$ cat config.mk
export PLATFORM = sky130hd
export DESIGN_NAME = piece_ctrl
export DESIGN_NICKNAME = d
export VERILOG_FILES = /design/src/rtl/piece_ctrl.sv
export SDC_FILE = /design/constraint.sdc
export NUM_CORES = 1
export LEC_CHECK = 0
export ABC_CLOCK_PERIOD_IN_PS = 4500
export BUFFER_PORTS_ARGS = -buffer_cell sky130_fd_sc_hd__buf_2
export CORE_UTILIZATION = 50
export CTS_CLUSTER_DIAMETER = 60
export DETAILED_ROUTE_END_ITERATION = 10
export PLACE_DENSITY_LB_ADDON = 0.08
export SYNTH_ARGS = -nofsm -noshare
export SYNTH_HDL_FRONTEND = slang
export SYNTH_SLANG_ARGS = --single-unit
$ cat constraint.sdc
create_clock -name clk -period 4.5 [get_ports clk]
set_input_delay 0.675 -clock clk [delete_from_list [all_inputs] [get_ports clk]]
set_output_delay 0.675 -clock clk [all_outputs]
set_load 0.02 [all_outputs]
$ cat src/rtl/piece_ctrl.sv
// Active-brick sequencer: spawn, gravity, player moves/rotation, hard drop and lock handoff.
// Candidate moves go out combinationally to the shared collision checker and are judged in-cycle.
module piece_ctrl #(
  parameter int unsigned      POS_W         = 10,
  parameter int unsigned      BRICK_W       = 3,
  parameter int unsigned      DIR_W         = 2,
  parameter int unsigned      SHIFT_W       = 20,
  parameter int unsigned      GRAVITY_TICKS = 50,
  parameter logic [POS_W-1:0] SPAWN_POS     = 10'd620
) (
  input  logic               clk,
  input  logic               rst_n,
  input  logic               start,
  input  logic               cmd_valid,
  input  logic [2:0]         cmd,
  output logic               cmd_ready,
  input  logic [BRICK_W-1:0] next_brick,
  output logic               next_req,
  output logic [POS_W-1:0]   pos,
  output logic [DIR_W-1:0]   dir,
  output logic [BRICK_W-1:0] brick_type,
  output logic [POS_W-1:0]   cand_pos,
  output logic [DIR_W-1:0]   cand_dir,
  input  logic               cand_fits,
  input  logic [SHIFT_W-1:0] drop_shift,
  output logic               lock_valid,
  input  logic               lock_ready,
  output logic               game_over
);

  localparam int unsigned ROW_W = POS_W - 5;
  localparam int unsigned CNT_W = (GRAVITY_TICKS > 1) ? $clog2(GRAVITY_TICKS) : 1;
  localparam logic [CNT_W-1:0] GravLast = CNT_W'(GRAVITY_TICKS - 1);
  localparam logic [POS_W-1:0] RowStep  = POS_W'(32);

  localparam logic [2:0] CmdLeft  = 3'd0;
  localparam logic [2:0] CmdRight = 3'd1;
  localparam logic [2:0] CmdRot   = 3'd2;
  localparam logic [2:0] CmdDown  = 3'd3;
  localparam logic [2:0] CmdDrop  = 3'd4;

  typedef enum logic [2:0] {
    StIdle,
    StSpawn,
    StSpawnChk,
    StActive,
    StLock,
    StOver
  } state_e;

  state_e             state_q, state_d;
  logic [POS_W-1:0]   pos_q, pos_d;
  logic [DIR_W-1:0]   dir_q, dir_d;
  logic [BRICK_W-1:0] type_q, type_d;
  logic [CNT_W-1:0]   cnt_q, cnt_d;
  logic               next_req_q;

  logic [ROW_W-1:0]   row;
  logic [ROW_W-1:0]   drop_rows;
  logic [POS_W-1:0]   drop_amt;
  logic               grav_due;

  assign row      = pos_q[POS_W-1:5];
  assign grav_due = (cnt_q == GravLast);

  // Hard drop never takes the brick below row 0.
  always_comb begin
    drop_rows = row;
    if (drop_shift < SHIFT_W'(row)) begin
      drop_rows = drop_shift[ROW_W-1:0];
    end
  end

  assign drop_amt = {drop_rows, 5'b0};

  always_comb begin
    state_d    = state_q;
    pos_d      = pos_q;
    dir_d      = dir_q;
    type_d     = type_q;
    cnt_d      = cnt_q;
    cand_pos   = pos_q;
    cand_dir   = dir_q;
    cmd_ready  = 1'b0;
    lock_valid = 1'b0;
    game_over  = 1'b0;

    unique case (state_q)
      StIdle: begin
        if (start) state_d = StSpawn;
      end
      StSpawn: begin
        type_d  = next_brick;
        pos_d   = SPAWN_POS;
        dir_d   = '0;
        cnt_d   = '0;
        state_d = StSpawnChk;
      end
      StSpawnChk: begin
        state_d = cand_fits ? StActive : StOver;
      end
      StActive: begin
        cmd_ready = !grav_due;
        cnt_d     = cnt_q + CNT_W'(1);
        // Gravity wins over any command; a soft down is just an early gravity step.
        if (grav_due || (cmd_valid && cmd == CmdDown)) begin
          cand_pos = pos_q - RowStep;
          if (row != '0 && cand_fits) begin
            pos_d = cand_pos;
            cnt_d = '0;
          end else begin
            state_d = StLock;
          end
        end else if (cmd_valid) begin
          case (cmd)
            CmdLeft: begin
              cand_pos = pos_q - POS_W'(1);
              if (cand_fits) pos_d = cand_pos;
            end
            CmdRight: begin
              cand_pos = pos_q + POS_W'(1);
              if (cand_fits) pos_d = cand_pos;
            end
            CmdRot: begin
              cand_dir = dir_q + DIR_W'(1);
              if (cand_fits) dir_d = cand_dir;
            end
            CmdDrop: begin
              pos_d   = pos_q - drop_amt;
              state_d = StLock;
            end
            default: ;
          endcase
        end
      end
      StLock: begin
        lock_valid = 1'b1;
        if (lock_ready) state_d = StSpawn;
      end
      StOver: begin
        game_over = 1'b1;
        if (start) state_d = StSpawn;
      end
      default: state_d = StIdle;
    endcase
  end

  always_ff @(posedge clk or negedge rst_n) begin
    if (!rst_n) begin
      state_q    <= StIdle;
      pos_q      <= SPAWN_POS;
      dir_q      <= '0;
      type_q     <= '0;
      cnt_q      <= '0;
      next_req_q <= 1'b0;
    end else begin
      state_q    <= state_d;
      pos_q      <= pos_d;
      dir_q      <= dir_d;
      type_q     <= type_d;
      cnt_q      <= cnt_d;
      next_req_q <= (state_d == StSpawn);
    end
  end

  assign pos        = pos_q;
  assign dir        = dir_q;
  assign brick_type = type_q;
  assign next_req   = next_req_q;

endmodule

# Word level (Yosys, flattened, before mapping)
# Index checks and enable logic that the tools add are counted.
[totals]
regBits = 25
out_inout_bits = 31
elab_cells = 79
[classes]
addsub = 6
n_lt_le_gt_ge = 1
n_eq_ne = 20
n_mux = 35
reduce_logical = 11
[ops]
columns = ["cell", "count"]
rows = [
  ["10-bit 2-to-1 mux", 8],
  ["10-bit case mux with 2 select lines", 2],
  ["10-bit case mux with 3 select lines", 1],
  ["3-bit 2-to-1 mux", 7],
  ["20-bit by 5-bit less-than comparator with 1-bit output", 1],
  ["2-bit 2-to-1 mux", 8],
  ["3-bit case mux with 5 select lines", 1],
  ["3-bit by 2-bit equality test with 1-bit output, second input constant", 4],
  ["6-bit 2-to-1 mux", 2],
  ["6-bit case mux with 2 select lines", 1],
  ["10-bit by 1-bit adder with 10-bit output, second input constant", 1],
  ["10-bit by 1-bit subtractor with 10-bit output, second input constant", 1],
  ["10-bit subtractor", 1],
  ["10-bit by 6-bit subtractor with 10-bit output, second input constant", 1],
  ["3-bit by 1-bit equality test with 1-bit output, second input constant", 3],
  ["3-bit equality test, second input constant", 3],
  ["2-bit != test, second input constant", 4],
  ["4-bit != test, second input constant", 2],
  ["6-bit by 1-bit adder with 6-bit output, second input constant", 1],
  ["6-bit equality test, second input constant", 1],
  ["3-bit logical NOT", 2],
  ["3-bit != test, second input constant", 2],
  ["6-bit AND reduction", 1],
  ["5-bit 2-to-1 mux", 1],
  ["11 further kinds", 14],
]

# Logic depth before layout (Yosys ltp)
# Gate-level depths: netlist of run 1.
[depth]
word_depth = 7
ltp_mapped = 16
mapped_depth_nobuf = 15

# Worst setup path after synthesis of run 1
# No wires, ideal clock.
[synth_path]
path_kind = "register to register"
startpoint = "register pos_q[9] (netlist: pos[9])"
endpoint = "register pos_q[9] (netlist: pos[9])"
setup_time_ns = 0.090
arrival_time_ns = 3.433
path_slack_ns = 0.976
stages_incl_launch_ff = 17
n_path_buf = 1
cell_sequence = "dfstp_2 > clkbuf_1 > inv_1 > ha_1 > nor4_1 > nand2_1 > nor2_1 > nand2_1 > mux2_2 > ha_1 > inv_1 > fa_1 > a21o_1 > a21o_1 > and4_1 > o211ai_1 > a32oi_1"
[synth_between]
elab_chain_cells = 7
elab_cells_between_ends = 17
[synth_lines]
columns = ["item", "line", "text"]
rows = [
  ["start: declaration", "52", "logic [POS_W-1:0] pos_q, pos_d;"],
  ["start signal: assignment", "158", "pos_q <= pos_d;"],
  ["20-bit by 5-bit less-than comparator with 1-bit output", "69", "if (drop_shift < SHIFT_W'(row)) begin"],
  ["5-bit 2-to-1 mux", "69", ""],
  ["10-bit subtractor", "129", "pos_d = pos_q - drop_amt;"],
  ["10-bit case mux with 3 select lines", "115", "case (cmd)"],
  ["10-bit 2-to-1 mux", "114", "end else if (cmd_valid) begin"],
  ["10-bit 2-to-1 mux", "106", "if (grav_due || (cmd_valid && cmd == CmdDown)) begin"],
  ["10-bit case mux with 2 select lines", "88", "unique case (state_q)"],
]
# Parallel ways exist; a longest one is shown, timed or not. The select of a mux whose other input is x is not followed.
# A chain may end at the register's enable or synchronous reset.

# Worst setup path after layout of run 1
[layout_path]
startpoint = "register pos_q[6] (netlist: pos[6])"
endpoint = "register pos_q[9] (netlist: pos[9])"
# The elaborated chain is that of the path after synthesis.

==> parameters.txt, run 1 <==
Parameter                              Value

Worst setup path
  Req. time, crit path ... 4.70 ns
  Number of cells traversed by the worst register-to-register path ... 15
  Arrival time at the worst endpoint ... 3.80 ns
  CP startpoint kind ... flip-flop
  Type of the worst setup path ... flip-flop to flip-flop
  Worst setup EP type ... flip-flop
  Critical path peak fanout ... 11
  Worst reg2reg startpoint ... pos[6]$_DFFE_PN1P_
  Register-to-register setup slack ... 0.90 ns
  Capturing point of the worst reg2reg path ... pos[9]$_DFFE_PN1P_

Clocking
  Post-cts gate resize count ... 0
  CTS H-tree depth ... 1
  Clock tree from TritonCTS ... built
  Number of hold buffers added after cts ... 0
  Total CTS buffers ... 3
  CTS Sinks ... 25
  Deepest clock path buffer count ... 2
  Clock transition at path regs ... 0.10 ns
  Number of buffers inserted to repair setup after CTS ... 0
  Root Buffer ... sky130_fd_sc_hd__clkbuf_8
  Clock insertion delay at the later pin of the skew report ... 0.27 ns

STA
  Number of hold-slack violations in the final timing report ... 0
  Final setup viols ... 0
  Final worst-path cycle share ... 80.07%
  Worst setup skew after layout ... 0.003204 ns
  Worst-case headroom to the max-slew limit ... 56.02%
  Worst Hold Slack ... 0.4027 ns
  Fmax ... 277.5 MHz
  Final critical path time including I/O delays and setup ... 3.603 ns
  Setup TNS Final ... 0 ns
  Fin. max-slew vios ... 0
  RSZ-0062 raised after global routing ... false
  Tightest Pin Transition ... 0.6583 ns

Final layout
  Final standard cell count with taps included and fillers excluded ... 446
  Post-route cell area ... 2997 um2
  Total of fill cells in the finished design ... 512
  Antenna diode instance count ... 0
  Number of nets in the final layout ... 424
  Share of post-route cells with drive strength above 1 ... 25.80%
  Syn-to-layout area delta ... 12.02%

Power and ir drop
  Switching Fraction ... 51.39%
  Total net switching power ... 844.5 uW
  Relative contribution of sequential cells to total power ... 28.7%
  Peak ir drop on the vdd network ... 0.3382 mV
  Leak ... 0.001323 uW
  PwrDens ... 548.4 nW/um2
  Internal Dissipation ... 798.9 uW
  Share of power burned in combinational logic ... 62.7%
  Fraction of power consumed by the clock network ... 8.6%

Place
  Area after detailed placement ... 2952 um2
  Final GP Congestion ... 0.8720
  Number of cells in the design after placement ... 442
  Number of I/O port buffers ... 62
  Post-detailed-placement half-perimeter wirelength ... 5234 um

Yosys
  Cell types with the largest area share after synthesis ... sky130_fd_sc_hd__dfrtp_1 19%, sky130_fd_sc_hd__ha_1 6.5%, sky130_fd_sc_hd__nand2_1 5.3%
  Top cell type by total area after synthesis ... sky130_fd_sc_hd__dfrtp_1
  Fraction of post-synthesis cell area in the top cell type by area ... 18.71%
  Yosys warnings ... 0
  Mux cell area share after synthesis ... 4.022%
  Synthesis-stage register bit count ... 25
  Post-synth EDFFs ... 0
  Mean instance size in the synthesized netlist ... 8.057 um2
  Async set-or-reset flop fraction in the synthesized netlist ... 100.0%
  Post-synthesis share of cell area spent on full adders, half adders and majority gates ... 7.297%
  Syn nets ... 379
  Number of different library cells in the post-synthesis netlist ... 69
  Post-Synthesis Cell Area ... 2675 um2
  Synthesized-area fraction occupied by ao, oa, aoi and oai cells ... 24.42%
  Largest family of logic cells by synthesized area ... simple AND/OR/NAND/NOR gates
  Sequential-to-total area share from yosys stat ... 23.62%
  Post-Synth XOR/XNOR Area ... 7.203%
  Simple-gate share of the synthesized area ... 26.94%
  Leading register cell type out of synthesis ... sky130_fd_sc_hd__dfrtp_1
  Synthesized instance count ... 332

Route
  Count of nets left with antenna violations after detail routing ... 0
  Routed wire length ... 6967 um
  First-pass iteration count of the detailed router ... 4
  Average via count per standard cell ... 5.895
  Routed wire per std cell ... 15.62 um
  Overall via count from detail_route ... 2629
  Initial detailed-routing violation count ... 203
  Post-route DRC ... 0

Min path
  Path class of the lowest-slack min-delay path ... primary input to asynchronous set/reset pin

Floorplanning
  Area of the die ... 5647 um2
  Top-Level Pins ... 63
  Die Y-Extent ... 75.15 um
  CORE AREA ... 5140 um2
  Starting density of the core ... 52.04%
  Number of cell rows ... 26
  Horizontal die dimension ... 75.15 um

GRT
  Wire length of the first global-routing pass ... 11510 um
  Antenna violations before repair ... 0
  Vias in the first global route ... 2434
  Total global routing track utilization ... 26.50%
  Total congestion overflow after global routing ... 0
  Largest net degree at the start of global routing ... 26

Outcome
  Result of the run ... completed

Flow run
  Number of max-cap violations ... 0
cells in the mapped netlist, types with 7 or more instances:
| library cell | instances |
|---|---|
| sky130_fd_sc_hd__a21oi_1 | 21 |
| sky130_fd_sc_hd__buf_2 | 10 |
| sky130_fd_sc_hd__clkbuf_1 | 7 |
| sky130_fd_sc_hd__dfrtp_1 | 20 |
| sky130_fd_sc_hd__ha_1 | 14 |
| sky130_fd_sc_hd__inv_1 | 12 |
| sky130_fd_sc_hd__nand2_1 | 38 |
| sky130_fd_sc_hd__nand3_1 | 9 |
| sky130_fd_sc_hd__nor2_1 | 30 |
| sky130_fd_sc_hd__nor3_1 | 7 |
| sky130_fd_sc_hd__o21ai_0 | 22 |
| sky130_fd_sc_hd__xnor2_1 | 15 |
| sky130_fd_sc_hd__xor2_1 | 7 |
flip-flops by register name (all words and copies together) (netlist names):
register and cells:
next_req 1, cnt_q 6, brick_type 3, state_q 3, dir 2, pos 10
area by class of cell:
cell class,count,area (um2),share of cell area (%)
clock buffers,4,45.04,1.503
inverters,12,45.04,1.503
well taps,70,87.58,2.923
multi-input cells,272,1869,62.38
repair buffers,63,317.8,10.61
flip-flops and latches,25,631.9,21.09
worst max-delay path by stage:
| stage | start | endpoint | slack [ns] | cells after the start |
|---|---|---|---|---|
| 2_1_floorplan | pos[9]$_DFFE_PN1P_ | pos[9]$_DFFE_PN1P_ | 0.98 | 16 |
| 3_3_place_gp | pos[6]$_DFFE_PN1P_ | pos[9]$_DFFE_PN1P_ | 1.09 | 15 |
| 3_5_place_dp | pos[6]$_DFFE_PN1P_ | pos[9]$_DFFE_PN1P_ | 0.94 | 15 |
| 4_1_cts | pos[6]$_DFFE_PN1P_ | pos[9]$_DFFE_PN1P_ | 0.90 | 15 |
| 5_1_grt | pos[6]$_DFFE_PN1P_ | pos[9]$_DFFE_PN1P_ | 0.59 | 15 |
| 6_report | pos[6]$_DFFE_PN1P_ | pos[9]$_DFFE_PN1P_ | 0.90 | 15 |
critical path: stages (launching register included):
cell                        delay [ns]
sky130_fd_sc_hd__dfstp_2          0.67
sky130_fd_sc_hd__inv_1            0.14
sky130_fd_sc_hd__ha_1             0.23
sky130_fd_sc_hd__nor3b_1          0.20
sky130_fd_sc_hd__o21ai_0          0.13
sky130_fd_sc_hd__o2111ai_1        0.16
sky130_fd_sc_hd__nand2_1          0.22
sky130_fd_sc_hd__mux2_2           0.28
sky130_fd_sc_hd__ha_1             0.17
sky130_fd_sc_hd__inv_1            0.06
sky130_fd_sc_hd__fa_1             0.41
sky130_fd_sc_hd__a21o_1           0.19
sky130_fd_sc_hd__a21o_1           0.18
sky130_fd_sc_hd__a31oi_1          0.15
sky130_fd_sc_hd__o211ai_1         0.12
sky130_fd_sc_hd__a32oi_1          0.21
cell families after synthesis:
logic type	count (synthesis)
and+or+nand+nor	129
DFF	25
muxes	10
adders and majority gates	15
xor gates and xnor gates	22
buffers and inverters	35
AOI/OAI and AO/OA	96
power groups by stage:
stage	registers [uW]	logic, uW	clock network (uW)
2_1_floorplan	424	834	0
3_3_place_gp	471	1010	0
3_5_place_dp	473	1030	0
4_1_cts	470	1030	144
5_1_grt	493	1150	150
6_report	471	1030	142
stage by stage:
step	utilization, %	worst slack, ns	total power, uW
final	58.30	0.8969	1643
after global routing	58.30	0.5932	1797
after CTS	58.30	0.8956	1647
after detailed placement	57.42	0.9419	1500
after global placement	57.42	1.086	1484
after floorplan	-	0.9762	1257
layer usage:
layer	wire, um	GRT usage [%]
met3	420	2.410
met1	3200	38.07
met2	3318	43.64
met4	27	5.556
met5	0	0
layout by cell type (no fill, tap or decap), types with 3 or more instances in the layout:
| cell type | count |
|---|---|
| sky130_fd_sc_hd__inv_1 | 12 |
| sky130_fd_sc_hd__mux2_2 | 6 |
| sky130_fd_sc_hd__o21ai_0 | 22 |
| sky130_fd_sc_hd__ha_1 | 14 |
| sky130_fd_sc_hd__o22a_1 | 3 |
| sky130_fd_sc_hd__mux2i_1 | 4 |
| sky130_fd_sc_hd__nor4_1 | 6 |
| sky130_fd_sc_hd__o31ai_1 | 6 |
| sky130_fd_sc_hd__a21oi_1 | 21 |
| sky130_fd_sc_hd__o21a_1 | 3 |
| sky130_fd_sc_hd__xor2_1 | 7 |
| sky130_fd_sc_hd__buf_2 | 62 |
| sky130_fd_sc_hd__o21ai_1 | 6 |
| sky130_fd_sc_hd__o211ai_1 | 3 |
| sky130_fd_sc_hd__dfrtp_1 | 20 |
| sky130_fd_sc_hd__clkbuf_8 | 3 |
| sky130_fd_sc_hd__xnor2_1 | 15 |
| sky130_fd_sc_hd__nor2_1 | 30 |
| sky130_fd_sc_hd__or3_1 | 5 |
| sky130_fd_sc_hd__nand2_1 | 38 |
| sky130_fd_sc_hd__nand3_1 | 9 |
| sky130_fd_sc_hd__nor3b_2 | 3 |
| sky130_fd_sc_hd__nand2b_1 | 3 |
| sky130_fd_sc_hd__o22ai_1 | 5 |
| sky130_fd_sc_hd__nor3_1 | 7 |
| sky130_fd_sc_hd__dfstp_2 | 5 |
| sky130_fd_sc_hd__nor2b_1 | 6 |
| sky130_fd_sc_hd__and3_1 | 3 |
Note: power is estimated with default switching activity, not from simulation.
==> run 2: changes to the inputs <==
--- a/config.mk
+++ b/config.mk
@@ -5,7 +5,7 @@
 export SDC_FILE = /design/constraint.sdc
 export NUM_CORES = 1
 export LEC_CHECK = 0
-export ABC_CLOCK_PERIOD_IN_PS = 4500
+export ABC_CLOCK_PERIOD_IN_PS = 3570
 export BUFFER_PORTS_ARGS = -buffer_cell sky130_fd_sc_hd__buf_2
 export CORE_UTILIZATION = 50
 export CTS_CLUSTER_DIAMETER = 60
==> constraint.sdc (replaced) <==
create_clock -name clk -period 3.57 [get_ports clk]
set_input_delay 0.5355 -clock clk [delete_from_list [all_inputs] [get_ports clk]]
set_output_delay 0.5355 -clock clk [all_outputs]
set_load 0.02 [all_outputs]
==> run 2 against run 1 <==
Effect of this change: clock skew about the same; first-iteration DRC count increased by 19%; sequential share of layout area decreased by 0.36 points; die area unchanged; cell area increased by 1.8%; clock-buffer cell count unchanged; non-clock buffer count increased by 7.
==> parameters.txt, run 2 (synthesized netlist as in run 1, its figures left out) <==
Parameter                              Value

Clocking
  Root Buffer ... sky130_fd_sc_hd__clkbuf_8 (unchanged)
  CTS Sinks ... 25 (unchanged)
  Clock insertion delay at the later pin of the skew report ... 0.28 ns (was 0.27 ns)
  Number of buffers inserted to repair setup after CTS ... 0 (unchanged)
  Total CTS buffers ... 3 (unchanged)
  Clock tree from TritonCTS ... built (unchanged)
  CTS H-tree depth ... 1 (unchanged)
  Deepest clock path buffer count ... 2 (unchanged)
  Post-cts gate resize count ... 0 (unchanged)
  Number of hold buffers added after cts ... 0 (unchanged)
  Clock transition at path regs ... 0.10 ns (about the same)

STA
  Number of hold-slack violations in the final timing report ... 0 (unchanged)
  Final setup viols ... 0 (unchanged)
  Final critical path time including I/O delays and setup ... 3.295 ns (was 3.603 ns)
  Fmax ... 303.5 MHz (was 277.5 MHz)
  Final worst-path setup slack ... 0.2748 ns (was 0.8969 ns)
  Worst-case headroom to the max-slew limit ... 50.41% (was 56.02%)
  RSZ-0062 raised after global routing ... false (unchanged)
  Fin. max-slew vios ... 0 (unchanged)
  Final worst-path cycle share ... 92.30% (was 80.07%)
  Setup TNS Final ... 0 ns (unchanged)
  Tightest Pin Transition ... 0.7422 ns (was 0.6583 ns)
  Worst setup skew after layout ... 0.003459 ns (was 0.003204 ns)

Worst setup path
  Arrival time at the worst endpoint ... 3.50 ns (was 3.80 ns)
  Worst reg2reg startpoint ... pos[6]$_DFFE_PN1P_ (unchanged)
  Biggest cell delay along the critical path ... 0.54 ns (was 0.67 ns)
  Capturing point of the worst reg2reg path ... pos[9]$_DFFE_PN1P_ (unchanged)
  Buf/Inv on CP ... 2 (unchanged)
  Master of the slowest instance on the critical path ... sky130_fd_sc_hd__dfstp_2 (unchanged)
  Critical path peak fanout ... 4 (was 11)
  CP startpoint kind ... flip-flop (unchanged)
  Ordered cell list for the critical path ... inv_1, ha_1, o21ai_0, o21ai_0, o2111ai_1, nand2_1, mux2_2, ha_1, inv_1, fa_1, a21o_1, a21o_1, a31oi_1, o211ai_1, a32oi_1 (was inv_1, ha_1, nor3b_1, o21ai_0, o2111ai_1, nand2_1, mux2_2, ha_1, inv_1, fa_1, a21o_1, a21o_1, a31oi_1, o211ai_1, a32oi_1)
  Number of cells traversed by the worst register-to-register path ... 15 (unchanged)
  Cell family with most CP delay ... compound AO/OA/AOI/OAI gates (unchanged)
  Type of the worst setup path ... flip-flop to flip-flop (unchanged)
  Register-to-register setup slack ... 0.27 ns (was 0.90 ns)
  Req. time, crit path ... 3.77 ns (was 4.70 ns)
  Worst setup EP type ... flip-flop (unchanged)

Final layout
  Utilization after layout ... 59.32% (was 58.30%)
  Most frequent standard cell in the layout excluding fill and tap cells ... sky130_fd_sc_hd__buf_2 (unchanged)
  Share of post-route cells with drive strength above 1 ... 27.15% (was 25.80%)
  Post-route cell area ... 3049 um2 (was 2997 um2)
  Syn-to-layout area delta ... 13.98% (was 12.02%)
  Top library cells by usage in the layout, fill and taps aside ... 62 x sky130_fd_sc_hd__buf_2, 38 x sky130_fd_sc_hd__nand2_1, 30 x sky130_fd_sc_hd__nor2_1 (unchanged)
  Max FFs per register ... 10 (unchanged)
  Total of fill cells in the finished design ... 500 (was 512)
  Antenna diode instance count ... 0 (unchanged)
  Number of nets in the final layout ... 431 (was 424)

GRT
  Antenna violations before repair ... 0 (unchanged)
  Total congestion overflow after global routing ... 0 (unchanged)
  Vias in the first global route ... 2387 (was 2434)
  Total global routing track utilization ... 26.75% (was 26.50%)
  Largest net degree at the start of global routing ... 26 (unchanged)
  Wire length of the first global-routing pass ... 11500 um (was 11510 um)

Floorplanning
  Number of cell rows ... 26 (unchanged)
  Die Y-Extent ... 75.15 um (unchanged)
  Horizontal die dimension ... 75.15 um (unchanged)
  Starting density of the core ... 52.04% (unchanged)
  Area of the die ... 5647 um2 (unchanged)
  CORE AREA ... 5140 um2 (unchanged)
  Top-Level Pins ... 63 (unchanged)

Power and ir drop
  Leak ... 0.001356 uW (was 0.001323 uW)
  PwrDens ... 699.5 nW/um2 (was 548.4 nW/um2)
  Peak ir drop on the vdd network ... 0.4557 mV (was 0.3382 mV)
  Pwr Total ... 2133 uW (was 1643 uW)

Place
  Number of I/O port buffers ... 62 (unchanged)
  Final GP Congestion ... 0.8493 (was 0.8720)
  Pre-CTS setup slack ... 0.2703 ns (was 0.9419 ns)
  Post-detailed-placement half-perimeter wirelength ... 5396 um (was 5234 um)
  Area after detailed placement ... 3004 um2 (was 2952 um2)

Flow run
  Number of max-cap violations ... 0 (unchanged)

Route
  Overall via count from detail_route ... 2693 (was 2629)
  Routed wire per std cell ... 15.74 um (was 15.62 um)
  First-pass iteration count of the detailed router ... 5 (was 4)
  Routed wire length ... 7128 um (was 6967 um)
  Count of nets left with antenna violations after detail routing ... 0 (unchanged)
  Average via count per standard cell ... 5.945 (was 5.895)
  Initial detailed-routing violation count ... 242 (was 203)
  Post-route DRC ... 0 (unchanged)

Min path
  Path class of the lowest-slack min-delay path ... primary input to asynchronous set/reset pin (unchanged)

Outcome
  Result of the run ... completed (unchanged)
-- run 2: routing by layer --
metal | wire, um | GRT usage (%) | part of all wire, %
met2 | 3395 | 43.84 | 48
met4 | 110 | 6.379 | 1.5
met5 | 0 | 0 | 0
met1 | 3272 | 36.91 | 46
met3 | 350 | 4.552 | 4.9
-- run 2: stage by stage --
stage,cells,hold WS (ns)
global route,453,0.3078
detailed placement,449,0.4910
global placement,449,0.4873
finish,453,0.2532
CTS,453,0.2758
floorplan,332,0.2399
-- run 2: cell type report --
cell class              instances  area [um2]  area share, %
repair buffers                 70       370.4          12.15
flip-flops and latches         25       631.9          20.72
clock buffers                   4       45.04          1.477
multi-input cells             272        1869          61.30
well taps                      70       87.58          2.872
inverters                      12       45.04          1.477
-- run 2: power by group --
part           total, uW  switching (uW)  internal (uW)
combinational       1420             846            579
sequential           527             137            390
clock                182             102           80.2
-- run 2: worst max path at each step --
| stage | from | end | depth (start not counted) |
|---|---|---|---|
| floorplan | pos[9]$_DFFE_PN1P_ | pos[9]$_DFFE_PN1P_ | 16 |
| global route | pos[6]$_DFFE_PN1P_ | pos[9]$_DFFE_PN1P_ | 15 |
| detailed placement | drop_shift[2] | pos[9]$_DFFE_PN1P_ | 15 |
| CTS | pos[6]$_DFFE_PN1P_ | pos[9]$_DFFE_PN1P_ | 15 |
| finish | pos[6]$_DFFE_PN1P_ | pos[9]$_DFFE_PN1P_ | 15 |
| global placement | drop_shift[1] | pos[9]$_DFFE_PN1P_ | 15 |
-- run 2: worst reg2reg max path, delay by kind of cell (launching register included) --
| family | cells | cell delay, ns |
|---|---|---|
| buffers and inverters | 2 | 0.14 |
| and+or+nand+nor | 1 | 0.21 |
| adders and majority gates | 3 | 0.83 |
| muxes | 1 | 0.27 |
| AOI/OAI and AO/OA | 8 | 1.25 |
| DFF | 1 | 0.54 |
